[src/rtl/cdc_req_rx_pkg.sv]
// Shared CDC request/acknowledge definitions: default widths and the receiver FSM encoding.
// The matching transmitter imports the same package.
package cdc_req_rx_pkg;

  localparam int CDC_DW = 32;
  localparam int CDC_CW = 16;

  typedef enum logic [1:0] {
    ST_WAIT_LOW = 2'd0,
    ST_IDLE     = 2'd1,
    ST_VALID    = 2'd2,
    ST_ACK      = 2'd3
  } cdc_rx_st_e;

endpackage

[src/rtl/cdc_req_rx.sv]
// Four-phase request receiver: captures the source payload, presents it as a valid/ready
// stream to the local consumer, and returns a flop-driven acknowledge level.
module cdc_req_rx
  import cdc_req_rx_pkg::*;
#(
  parameter int DW = CDC_DW,
  parameter int CW = CDC_CW
) (
  input  logic          clk,
  input  logic          clr,
  input  logic          req_sync,
  input  logic [DW-1:0] req_data,
  output logic          ack,
  output logic          dout_pvld,
  input  logic          dout_prdy,
  output logic [DW-1:0] dout_pd,
  output logic [CW-1:0] xfer_cnt,
  output logic          err_proto
);

  cdc_rx_st_e    st_q, st_d;
  logic          ack_q, ack_d;
  logic          pvld_q, pvld_d;
  logic [DW-1:0] pd_q, pd_d;
  logic [CW-1:0] cnt_q, cnt_d;
  logic          err_q, err_d;

  // ack and pvld are registered copies of the next state, so neither output has a
  // combinational path from any input.
  always_comb begin
    st_d   = st_q;
    ack_d  = 1'b0;
    pvld_d = 1'b0;
    pd_d   = pd_q;
    cnt_d  = cnt_q;
    err_d  = err_q;
    case (st_q)
      ST_WAIT_LOW: begin
        // A request still high from before reset is stale; wait for it to drop.
        if (!req_sync) st_d = ST_IDLE;
      end
      ST_IDLE: begin
        if (req_sync) begin
          st_d   = ST_VALID;
          pd_d   = req_data;
          pvld_d = 1'b1;
        end
      end
      ST_VALID: begin
        pvld_d = 1'b1;
        if (!req_sync) err_d = 1'b1;
        if (dout_prdy) begin
          st_d   = ST_ACK;
          pvld_d = 1'b0;
          ack_d  = 1'b1;
          cnt_d  = cnt_q + CW'(1);
        end
      end
      ST_ACK: begin
        ack_d = 1'b1;
        if (!req_sync) begin
          st_d  = ST_IDLE;
          ack_d = 1'b0;
        end
      end
      default: st_d = ST_WAIT_LOW;
    endcase
  end

  always_ff @(posedge clk or posedge clr) begin
    if (clr) begin
      st_q   <= ST_WAIT_LOW;
      ack_q  <= 1'b0;
      pvld_q <= 1'b0;
      pd_q   <= '0;
      cnt_q  <= '0;
      err_q  <= 1'b0;
    end else begin
      st_q   <= st_d;
      ack_q  <= ack_d;
      pvld_q <= pvld_d;
      pd_q   <= pd_d;
      cnt_q  <= cnt_d;
      err_q  <= err_d;
    end
  end

  assign ack       = ack_q;
  assign dout_pvld = pvld_q;
  assign dout_pd   = pd_q;
  assign xfer_cnt  = cnt_q;
  assign err_proto = err_q;

endmodule
[config.mk]
export PLATFORM = sky130hd
export DESIGN_NAME = cdc_req_rx
export DESIGN_NICKNAME = d
export VERILOG_FILES = /design/src/rtl/cdc_req_rx_pkg.sv /design/src/rtl/cdc_req_rx.sv
export SDC_FILE = /design/constraint.sdc
export NUM_CORES = 1
export LEC_CHECK = 0
export ABC_AREA = 1
export CAP_MARGIN = 20
export CORE_UTILIZATION = 40
export DETAILED_ROUTE_END_ITERATION = 16
export PLACE_DENSITY = 0.84
export RECOVER_POWER = 50
export SLEW_MARGIN = 20
export SYNTH_ARGS = -nofsm -noshare
export SYNTH_HDL_FRONTEND = slang
export SYNTH_SLANG_ARGS = --single-unit
[constraint.sdc]
create_clock -name clk -period 2.9 [get_ports clk]
set_clock_uncertainty 0.2 [all_clocks]
set_input_delay 0.87 -clock clk [delete_from_list [all_inputs] [get_ports clk]]
set_output_delay 0.87 -clock clk [all_outputs]
set_load 0.02 [all_outputs]
==> impl_metrics.tcl <==
set metrics [dict create \
    die_area_sq_um 6194 \
    area_growth_pct 44.23 \
    row_count 27 \
    rsz0062_at_grt "no" \
    ys_ff_latch 53 \
    layout.nets 323 \
    cts_setup_buffers 0 \
    clk_path_buf_depth 2 \
    finalSetupViolations 0 \
    path_max_fanout 5 \
    clock-sinks 53 \
    grt_max_degree 32 \
    avgSynthCellArea_sq_um 12.39 \
    crit_family "buffers and inverters" \
    grtUsageTotal_pct 16.04 \
    drt_iter0_markers 45 \
    gp_congestion 0.7511 \
    setup_tns_ps 0 \
    drt_wl_total_um 4721 \
    synth_nets 230 \
    final_core_util_pct 60.90 \
    numPortBuffers 86 \
    drtPass1Iterations 4 \
    start_kind "register" \
    cts.repair.resized 0 \
    cts.htree.levels 2 \
    antenna_cells 0 \
    cellLeakagePower_nw 1.590 \
    numCtsBuffers 5 \
    critPathKind "register to output pin" \
    clk_pin_slew_worst_paths_ps 90 \
    vias 1623 \
    clk_latency_ps 290 \
    min_period_ps 2465 \
    maxSlewHeadroom_pct 40.14 \
    highest_layer "met4" \
    tightest_slew_ps 896.9 \
    worstSetupEndpointType "output pin" \
    antenna_found_initial 0 \
    slew_viol_final 0 \
    synth_ff_type "dfrtp_1" \
    wl_met2_um 2398 \
    yosysMostFrequentCell "dfrtp_1" \
    synth_area_sq_um 2354 \
    netlist.top_cell.by_area "dfrtp_1" \
    status "complete, no violations" \
    vdd_ir_drop_max_v 0.0004802 \
    drc 0 \
    vias_per_cell 4.559 \
    yosys.area.top_type_share_pct 56.35 \
    fmax_mhz 405.7 \
    required_ps 1830 \
    critPathBufInv 1 \
    powerDensity_nw_per_um2 976.4 \
    wl_per_cell_um 13.26 \
    grt_pass1_vias 1693 \
    grt_pass1_wl_um 7734 \
    core_sq_um 5574 \
    synth.distinct_cells 23 \
    crit_arrival_ps 1390 \
    drive_gt1_share_pct 13.38 \
    hpwl_um 3580 \
    yosys-top-cells-count "dfrtp_1, nand2_1, mux2_4" \
    path_cells "clkdlybuf4s50_1" \
    ant_nets 0 \
    slowest_stage "clkdlybuf4s50_1" \
    start_util_pct 42.22 \
    cts-hold-fix-buffers 0 \
    die_y_um 78.71 \
    synth-async-reset-ratio_pct 100.0 \
    wl_met3_um 286 \
    timing.final.crit_share_pct 84.99 \
    synth-edff-count 0 \
    overflow 0 \
    io-pin-count 87 \
    cap_violations 0 \
    cts_tree "built" \
    hold_viol_final 0 \
    yosys_warnings 0 \
    yosys-top-cells-area "dfrtp_1, mux2_4, nand2_1" \
    hold_path_class "register to register" \
    met1_length_um 1993 \
    die_x_um 78.71 \
    slowest_delay_ps 640 \
    ys_seq_area_share_pct 56.35 \
    netlist_instances 190 \
    cts-root-buf "clkbuf_8" \
]
[kinds of logic (layout without fill, tap and decap cells)]
group	after synthesis	after routing	synth area share, %
buffers and inverters	22	116	4.465
and+or+nand+nor	62	62	11.54
DFF	53	53	56.35
AOI/OAI and AO/OA	6	6	1.488
xor gates and xnor gates	11	11	4.093
adders and majority gates	4	4	2.127
muxes	32	32	19.94
[sequential cells by signal (all words and copies together), names as in the netlist]
signal,cells
ack,1
dout_pd,32
dout_pvld,1
err_proto,1
st_q,2
xfer_cnt,16
[cell type report]
| class | instances | area (sq um) |
|---|---|---|
| Sequential cell | 53 | 1326 |
| Multi-Input combinational cell | 115 | 890.9 |
| Clock inverter | 2 | 37.54 |
| Fill cell | 484 | 2180 |
| Inverter | 19 | 71.32 |
| Tap cell | 72 | 90.09 |
| Clock buffer | 6 | 82.58 |
| Timing Repair Buffer | 89 | 895.9 |
[layout by cell type, fill, tap and decap left out]
cell type | Yosys | routed
buf_4 | 0 | 2
mux2_4 | 29 | 22
nand2_4 | 1 | 1
clkbuf_8 | 0 | 6
xor2_1 | 7 | 7
inv_1 | 18 | 19
o211ai_1 | 1 | 1
clkdlybuf4s50_1 | 0 | 83
nand2_1 | 33 | 34
xnor2_1 | 4 | 4
dfrtp_1 | 53 | 53
o21bai_1 | 1 | 1
nor2_4 | 1 | 1
clkinvlp_4 | 0 | 1
buf_12 | 0 | 1
nand3_1 | 9 | 9
bufinv_16 | 0 | 1
mux2_1 | 0 | 7
nand4_1 | 2 | 2
o21ai_0 | 2 | 2
mux2_2 | 3 | 3
dlygate4sd3_1 | 0 | 3
a21oi_1 | 1 | 1
ha_1 | 4 | 4
or2_1 | 1 | 1
nor2_1 | 13 | 14
o21ai_1 | 1 | 1
[power by group]
group | total [W] | switching (W) | leakage, nW | internal [W]
sequential | 0.00122 | 0.000197 | 0.648 | 0.00103
clock | 0.000517 | 0.000236 | 0.0574 | 0.000281
combinational | 0.00157 | 0.000695 | 0.885 | 0.000879
total | 0.00331 | 0.00113 | 1.59 | 0.00219
[final timing paths]
path / cells after the start / slack (ps) / to / start
max: 1 / 440 / xfer_cnt[9] / xfer_cnt[9]
min: 1 / 290 / err_proto / err_proto
max reg2reg: 5 / 1100 / dout_pd[24] / st_q[1]
min reg2reg: 1 / 290 / err_proto / err_proto
max in group asynchronous: 3 / 840 / dout_pd[2] / clr
min in group asynchronous: 2 / 1000 / dout_pd[27] / clr
[stage by stage]
stage / cells / cell area (sq um) / power [W] / hold slack, ps / setup WS, ps
floorplan: 190 / 2354 / 0.002174 / 302.7 / 543.8
detailed placement: 348 / 3306 / 0.002885 / 273.9 / 282.6
finish: 356 / 3395 / 0.003314 / 292.2 / 435.2
global route: 356 / 3395 / 0.003501 / 310.1 / 378.4
CTS: 356 / 3426 / 0.003409 / 298.9 / 428.2
global placement: 348 / 3306 / 0.002836 / 259.9 / 329.9
[per-layer routing]
metal  global-route usage, %  up-vias
met3                   3.563        5
li1                        -      792
met5                       0        -
met1                   19.88      765
met2                   28.00       61
met4                   4.444        0
No activity file was read; power rests on OpenSTA's default activity.
